**src/rtl/display_scan_ctrl_if.sv**
```systemverilog
// Core-to-display bus: digit load/clear controls in, multiplexed display drive out.
interface display_scan_ctrl_if #(
  parameter int NUM_DIGITS = 4
);
  localparam int CW = $clog2(NUM_DIGITS + 1);

  logic [3:0]            BCDIn;
  logic                  Load;
  logic                  Clear;
  logic [NUM_DIGITS-1:0] DigitSel;
  logic [6:0]            Segments;
  logic [CW-1:0]         DigitCount;
  logic                  Overflow;

  modport master (output BCDIn, Load, Clear,
                  input  DigitSel, Segments, DigitCount, Overflow);
  modport slave  (input  BCDIn, Load, Clear,
                  output DigitSel, Segments, DigitCount, Overflow);
endinterface

```
**src/rtl/display_scan_ctrl.sv**
```systemverilog
// Calculator-style digit store (shift in from the right) driving a multiplexed
// common-cathode 7-segment display through a prescaled one-hot scan.
module display_scan_ctrl #(
  parameter int NUM_DIGITS = 4,
  parameter int SCAN_DIV   = 16
) (
  input logic                CLK,
  input logic                RESET_N,
  display_scan_ctrl_if.slave bus
);
  localparam int CW = $clog2(NUM_DIGITS + 1);
  localparam int IW = $clog2(NUM_DIGITS);
  localparam int PW = (SCAN_DIV > 1) ? $clog2(SCAN_DIV) : 1;

  function automatic logic [6:0] dec7(input logic [3:0] c);
    case (c)
      4'h0:    dec7 = 7'b0111111;
      4'h1:    dec7 = 7'b0000110;
      4'h2:    dec7 = 7'b1011011;
      4'h3:    dec7 = 7'b1001111;
      4'h4:    dec7 = 7'b1100110;
      4'h5:    dec7 = 7'b1101101;
      4'h6:    dec7 = 7'b1111101;
      4'h7:    dec7 = 7'b0000111;
      4'h8:    dec7 = 7'b1111111;
      4'h9:    dec7 = 7'b1101111;
      4'hA:    dec7 = 7'b1000000;
      default: dec7 = 7'b0000000;
    endcase
  endfunction

  logic [NUM_DIGITS-1:0][3:0] d;
  logic [CW-1:0]              cnt;
  logic                       ovf;

  // Digit store; Clear has priority over a coincident Load
  always_ff @(posedge CLK or negedge RESET_N) begin
    if (!RESET_N) begin
      d   <= '1;
      cnt <= '0;
      ovf <= 1'b0;
    end else if (bus.Clear) begin
      d   <= '1;
      cnt <= '0;
      ovf <= 1'b0;
    end else if (bus.Load) begin
      d <= {d[NUM_DIGITS-2:0], bus.BCDIn};
      if (cnt == CW'(NUM_DIGITS)) ovf <= 1'b1;
      else                        cnt <= cnt + 1'b1;
    end
  end

  // Scan FSM: prescaler + digit index
  logic [PW-1:0]         pre, pre_nxt;
  logic [IW-1:0]         idx, idx_nxt;
  logic [NUM_DIGITS-1:0] sel, sel_nxt;
  logic [6:0]            seg, seg_nxt;
  logic [3:0]            code;

  always_ff @(posedge CLK or negedge RESET_N) begin
    if (!RESET_N) begin
      pre <= '0;
      idx <= '0;
      sel <= NUM_DIGITS'(1);
      seg <= 7'b0111111;
    end else begin
      pre <= pre_nxt;
      idx <= idx_nxt;
      sel <= sel_nxt;
      seg <= seg_nxt;
    end
  end

  always_comb begin
    pre_nxt = pre + 1'b1;
    idx_nxt = idx;
    if (pre == PW'(SCAN_DIV - 1)) begin
      pre_nxt = '0;
      idx_nxt = (idx == IW'(NUM_DIGITS - 1)) ? '0 : idx + 1'b1;
    end
  end

  // Outputs are computed for the index being entered so select and pattern
  // move together on the same edge.
  always_comb begin
    sel_nxt          = '0;
    sel_nxt[idx_nxt] = 1'b1;
    code             = d[idx_nxt];
    if (cnt == '0 && idx_nxt == '0) code = 4'h0;
    seg_nxt          = dec7(code);
  end

  assign bus.DigitSel   = sel;
  assign bus.Segments   = seg;
  assign bus.DigitCount = cnt;
  assign bus.Overflow   = ovf;
endmodule

```
**src/flat_wrapper.sv**
```systemverilog
// flat-port wrapper written by rule: the top's interface ports become plain ports
module display_scan_ctrl_flat 
#(
  parameter int NUM_DIGITS = 4,
  parameter int SCAN_DIV   = 16
)
  (CLK, RESET_N, bus_BCDIn, bus_Load, bus_Clear, bus_DigitSel, bus_Segments, bus_DigitCount, bus_Overflow);
  display_scan_ctrl_if #(.NUM_DIGITS(NUM_DIGITS)) bus_i ();
  input logic CLK;
  input logic RESET_N;
  input wire logic [$bits(bus_i.BCDIn)-1:0] bus_BCDIn;
  input wire logic [$bits(bus_i.Load)-1:0] bus_Load;
  input wire logic [$bits(bus_i.Clear)-1:0] bus_Clear;
  output wire logic [$bits(bus_i.DigitSel)-1:0] bus_DigitSel;
  output wire logic [$bits(bus_i.Segments)-1:0] bus_Segments;
  output wire logic [$bits(bus_i.DigitCount)-1:0] bus_DigitCount;
  output wire logic [$bits(bus_i.Overflow)-1:0] bus_Overflow;
  assign bus_i.BCDIn = bus_BCDIn;
  assign bus_i.Load = bus_Load;
  assign bus_i.Clear = bus_Clear;
  assign bus_DigitSel = bus_i.DigitSel;
  assign bus_Segments = bus_i.Segments;
  assign bus_DigitCount = bus_i.DigitCount;
  assign bus_Overflow = bus_i.Overflow;
  display_scan_ctrl #(.NUM_DIGITS(NUM_DIGITS), .SCAN_DIV(SCAN_DIV)) u_core (.CLK(CLK), .RESET_N(RESET_N), .bus(bus_i));
endmodule
```
**config.mk**
```make
export PLATFORM = sky130hd
export DESIGN_NAME = display_scan_ctrl_flat
export DESIGN_NICKNAME = d
export VERILOG_FILES = /design/src/rtl/display_scan_ctrl_if.sv /design/src/rtl/display_scan_ctrl.sv /design/src/flat_wrapper.sv
export SDC_FILE = /design/constraint.sdc
export NUM_CORES = 1
export LEC_CHECK = 0
export CORE_UTILIZATION = 40
export CTS_BUF_LIST = sky130_fd_sc_hd__clkbuf_8
export DETAILED_ROUTE_END_ITERATION = 7
export SETUP_SLACK_MARGIN = 0.15
export SYNTH_ARGS = -nofsm -noshare
export SYNTH_HDL_FRONTEND = slang
export SYNTH_SLANG_ARGS = --single-unit
```
**constraint.sdc**
```tcl
create_clock -name CLK -period 7.1 [get_ports CLK]
set_input_delay 2.13 -clock CLK [delete_from_list [all_inputs] [get_ports CLK]]
set_output_delay 2.13 -clock CLK [all_outputs]
set_load 0.01 [all_outputs]
```
**After elaboration in Yosys (flattened, before gate mapping)**

Memory sizes are Yosys's and may differ from the RTL's. A register that Yosys moved wholly into a read port is not among the register bits.
Index checks and enable logic that the tools add are counted.

- Add/sub/neg operators: 3
- $lt $le $gt $ge: 2
- Eq/ne operators: 4
- Multiplexer cells: 16
- Reductions and logical operators: 9

Operators with widths:

| operator | count |
|---|---|
| 16-bit 2-to-1 mux | 2 |
| 4-bit 2-to-1 mux | 3 |
| 3-bit 2-to-1 mux | 3 |
| 4-bit binary-select mux with 2-bit select | 1 |
| 4-bit by 1-bit adder with 4-bit output (second input constant) | 1 |
| 4-bit equality test (second input constant) | 1 |
| 1-bit 2-to-1 mux | 4 |
| 2-bit 2-to-1 mux | 2 |
| 2-bit AND reduction | 2 |
| 2-bit nonzero test | 2 |
| 3-bit by 1-bit adder with 3-bit output (second input constant) | 1 |
| 3-bit equality test (second input constant) | 1 |
| 3-bit logical NOT | 1 |
| 2-bit by 3-bit less-than comparator with 1-bit output (second input constant) | 1 |
| 2-bit by 1-bit adder with 2-bit output (second input constant) | 1 |
| 1-bit demux with 2-bit select | 1 |
| 2-bit equality test (second input constant) | 1 |
| 2-bit by 1-bit >= comparator with 1-bit output (second input constant) | 1 |
| 1-bit logical AND | 2 |
| 2-bit logical NOT | 1 |
| 2-bit inequality test (second input constant) | 1 |
| 1-bit logical NOT | 1 |

- Flip-flop bits (word level): 30
- Bits in read-only memories: 112
- Bits of input ports: 8
- Output and inout bits: 15
- Word-level logic and storage cells: 44
- Memories kept: 1

Memories:

| name | words | width | rd ports | clocked after Yosys merged registers in | wr ports | RTL line | text |
|---|---|---|---|---|---|---|---|
| (name not given) | 16 | 7 | 1 | 1 | 0 | display_scan_ctrl.sv:16 | `case (c)` |

**Depth between registers and ports, before layout**

- Word-level depth: 7
- Mapped depth: 11
- Gate-level depth less buffers: 10

**Least setup slack after synthesis**

Ideal clock, no wire load.

- Path kind: in2reg
- From: in bus_Load
- To: reg u_core.ovf (netlist: u_core.bus.Overflow)
- Library setup time: 0.072 ns
- Arrival time: 2.875 ns
- Required time: 7.028 ns
- Slack: 4.152 ns
- Stages: 4
- Buffers on the path: 2
- Path through: clkbuf_1 -> buf_1 -> a31oi_1 -> nor2_1

- Cells in the longest elaborated chain, start to end: 2

RTL lines:

| element | RTL line | text |
|---|---|---|
| start: declaration | flat_wrapper.sv:12 | `input wire logic [$bits(bus_i.Load)-1:0] bus_Load;` |
| 2-bit nonzero test (no line) | -- |  |
| 2-bit AND reduction (no line) | -- |  |
| end signal: assignment | display_scan_ctrl.sv:41 | `ovf <= 1'b0;` |
| end signal: assignment | display_scan_ctrl.sv:45 | `ovf <= 1'b0;` |
| end signal: assignment | display_scan_ctrl.sv:48 | `if (cnt == CW'(NUM_DIGITS)) ovf <= 1'b1;` |
| end: declaration | display_scan_ctrl.sv:34 | `logic ovf;` |

No other way between the ends.
A chain may end at the register's enable or synchronous reset.

**Worst setup path in the final report**

- From: reg u_core.seg[4] (netlist: u_core.bus.Segments[4])
- To: out bus_Segments[4]

RTL lines:

| element | RTL line | text |
|---|---|---|
| start: declaration | display_scan_ctrl.sv:57 | `logic [6:0] seg, seg_nxt;` |
| end: declaration | flat_wrapper.sv:15 | `output wire logic [$bits(bus_i.Segments)-1:0] bus_Segments;` |

No word-level cell between the ends.

==> results.json <==
{
  "cts_root_buffer": "clkbuf_8",
  "grt_pass1_wl_mm": 5.29,
  "antenna_cells": 0,
  "tightest_slew_ps": 845,
  "setup_viol": 0,
  "synth_warnings": 0,
  "grt_max_degree": 38,
  "synthCells": 160,
  "critPathMaxStageDelay_ps": 530,
  "crit_family": "buffers and inverters",
  "nets": 203,
  "synth_adder_area_share": 0.0670,
  "grt_pass1_vias": 1177,
  "wl_per_cell_um": 13.3,
  "cts.htree.levels": 2,
  "cap_violations": 0,
  "firstDrtPassIters": 4,
  "slew_headroom": 0.425,
  "synth_top_family_by_area": "simple AND/OR/NAND/NOR gates",
  "cp.required_ps": 4970,
  "hpwl_mm": 2.20,
  "rsz0062_at_grt": "no",
  "cp.arrival_ps": 1340,
  "crit_type": "flip-flop to output pin",
  "synth_compound_area_frac": 0.135,
  "min_to": "u_core.pre[0]",
  "insertion_delay_ps": 280,
  "vias": 1275,
  "p_switching_uw": 104,
  "worst_setup_path_end_kind": "output pin",
  "final_cell_mix": "dfstp_2 (23), clkdlybuf4s50_1 (22), nor2b_1 (16), a211o_1 (16), dfrtp_1 (14)",
  "core.rowCount": 24,
  "fin_area_um2": 2220,
  "route.detailed.drc": 0,
  "finalNonFillerCells": 238,
  "r2r_slack_ps": 3780,
  "p_total_uw": 424,
  "viasPerCell": 5.36,
  "die_x_um": 70.3,
  "crit_buf_inv": 1,
  "p_clk_frac": 0.325,
  "port_buffers": 22,
  "finalMaxSlewViolations": 0,
  "r2r-start": "u_core.pre[0]",
  "p_sw_frac": 0.245,
  "p_comb_frac": 0.128,
  "reg2reg_depth": 10,
  "seq_area_frac_synth": 0.511,
  "hold_viol": 0,
  "crit_fanout": 1,
  "drt_iter0_drc": 80,
  "synth_cell_type_count": 35,
  "period_needed_ps": 3470,
  "hold_path_startpoint": "u_core.pre[0]",
  "layout_commonest_cell": "dfstp_2",
  "skew_ps": 2.39,
  "placed_cells": 230,
  "io_pins": 23,
  "cp-start-kind": "flip-flop",
  "synth_xor_area_frac": 0.0141,
  "syn_to_final_growth_pct": 18.9,
  "gr-usage-all-layers": 0.140,
  "fmax_mhz": 289,
  "setup_tns_ps": 0,
  "internal-power_uw": 320,
  "die_h_um": 70.3,
  "ys_seq_elements": 37,
  "clk_pin_slew_ps": 70,
  "grt_overflow": 0,
  "synth_mux_area_frac": 0.103,
  "wl_mm": 3.17,
  "globalplace.congestion": 0.868,
  "synth_nets": 178,
  "final_core_util": 0.503,
  "cts_buffers": 5,
  "start_util": 0.423,
  "finalCritPeriodShare": 0.488,
  "p_leak_uw": 0.000904,
  "synthSimpleGateAreaFrac": 0.136,
  "ir_worst_vdd_mv": 0.0859,
  "ant_nets": 0,
  "coreArea_um2": 4410,
  "fp.dieArea_um2": 4940,
  "cts_tree": "yes",
  "cts.sinks": 37,
  "r2r_end": "u_core.bus.Segments[4]",
  "ctsLongestPathBuffers": 2,
  "run_status": "complete, no violations",
  "holdPathStages": 1,
  "drive_gt1_frac": 0.215,
  "grt_antenna_before_repair": 0,
  "slowest_stage": "clkdlybuf4s50_1",
  "min_path_type": "flip-flop to flip-flop",
  "netlist_area_um2": 1870,
  "pwr-share-seq": 0.547,
  "critical_path.cell_chain": "clkdlybuf4s50_1",
  "place_area_um2": 2140,
  "hold_buffers": 0,
  "cts_setup_buffers": 0,
  "ctsResizeCount": 0,
  "power_density_nw_per_um2": 191,
  "synth_area_per_cell_um2": 11.7
}
## metal layers
metal / GRT usage / part of all wire / vias up
met5: 0 / 0 / -
met4: 0.0667 / 0.018 / 0
met3: 0.0534 / 0.041 / 5
met2: 0.224 / 0.50 / 29
met1: 0.164 / 0.44 / 625
li1: - / - / 616
## final cells by class
cell class                      count  area, um^2
Multi-Input combinational cell    108         848
Sequential cell                    37         955
Inverter                            9        33.8
Fill cell                         401        2190
Clock inverter                      3        13.8
Timing Repair Buffer               24         235
Tap cell                           52        65.1
Clock buffer                        5        68.8
## Yosys cell counts (all sizes together)
cell | number | share of area
o21ai | 4 | 0.011
inv | 9 | 0.018
and3 | 1 | 0.0060
and4b | 1 | 0.0054
and3b | 1 | 0.0047
a221o | 1 | 0.0054
nand3b | 1 | 0.0040
clkbuf | 4 | 0.0080
a211o | 16 | 0.075
nor2 | 13 | 0.026
mux2i | 12 | 0.068
xnor2 | 2 | 0.0094
nor3 | 1 | 0.0027
xor2 | 1 | 0.0047
nand3 | 2 | 0.0054
a21boi | 1 | 0.0040
a21oi | 5 | 0.013
or2b | 1 | 0.0040
o31ai | 1 | 0.0040
buf | 2 | 0.0080
dfrtp | 14 | 0.19
or3 | 1 | 0.0034
nand2 | 2 | 0.0040
nor2b | 16 | 0.054
a31oi | 1 | 0.0034
dfstp | 23 | 0.32
mux2 | 5 | 0.034
a2bb2oi | 1 | 0.0047
nand2b | 3 | 0.010
ha | 10 | 0.067
o221ai | 3 | 0.014
nand4 | 2 | 0.0067
## stage by stage
stage	worst slack (ps)	hold WS, ps
finish	3630	486
global route	3570	499
CTS	3620	490
detailed placement	3400	480
global placement	3450	462
floorplan	4150	451
## logic make-up (layout without fill, tap and decap cells)
group                    count (synthesis)  count (layout)
XOR/XNOR                                 3               3
flip-flops                              37              37
multiplexers                            17              17
adder cells (fa/ha/maj)                 10              10
AND/OR/NAND/NOR                         45              45
buffers and inverters                   15              41
AO/OA/AOI/OAI                           33              33
## flip-flops by register name, indices dropped and copies added (netlist names)
signal	flops
u_core.bus.DigitCount	3
u_core.pre	4
u_core.bus.DigitSel	4
u_core.d	16
u_core.bus.Overflow	1
u_core.idx	2
u_core.bus.Segments	7
## worst max path at each step
stage / startpoint / end / slack, ps / cells after the start
finish: u_core.bus.Segments[4] / bus_Segments[4] / 3630 / 1
global route: bus_Load / u_core.bus.DigitCount[1] / 3570 / 6
CTS: u_core.bus.Segments[4] / bus_Segments[4] / 3620 / 1
detailed placement: bus_Load / u_core.bus.DigitCount[1] / 3400 / 6
global placement: bus_Load / u_core.bus.DigitCount[1] / 3450 / 6
floorplan: bus_Load / u_core.bus.Overflow / 4150 / 4
## power by group through the flow
stage	sequential [uW]	combinational, uW	clock, uW
6_report	232	54.2	138
2_1_floorplan	237	30.6	0
4_1_cts	232	55.2	144
3_3_place_gp	235	53.3	0
3_5_place_dp	236	54.9	0
5_1_grt	233	60.1	155
No activity file was read; power rests on OpenSTA's default activity.
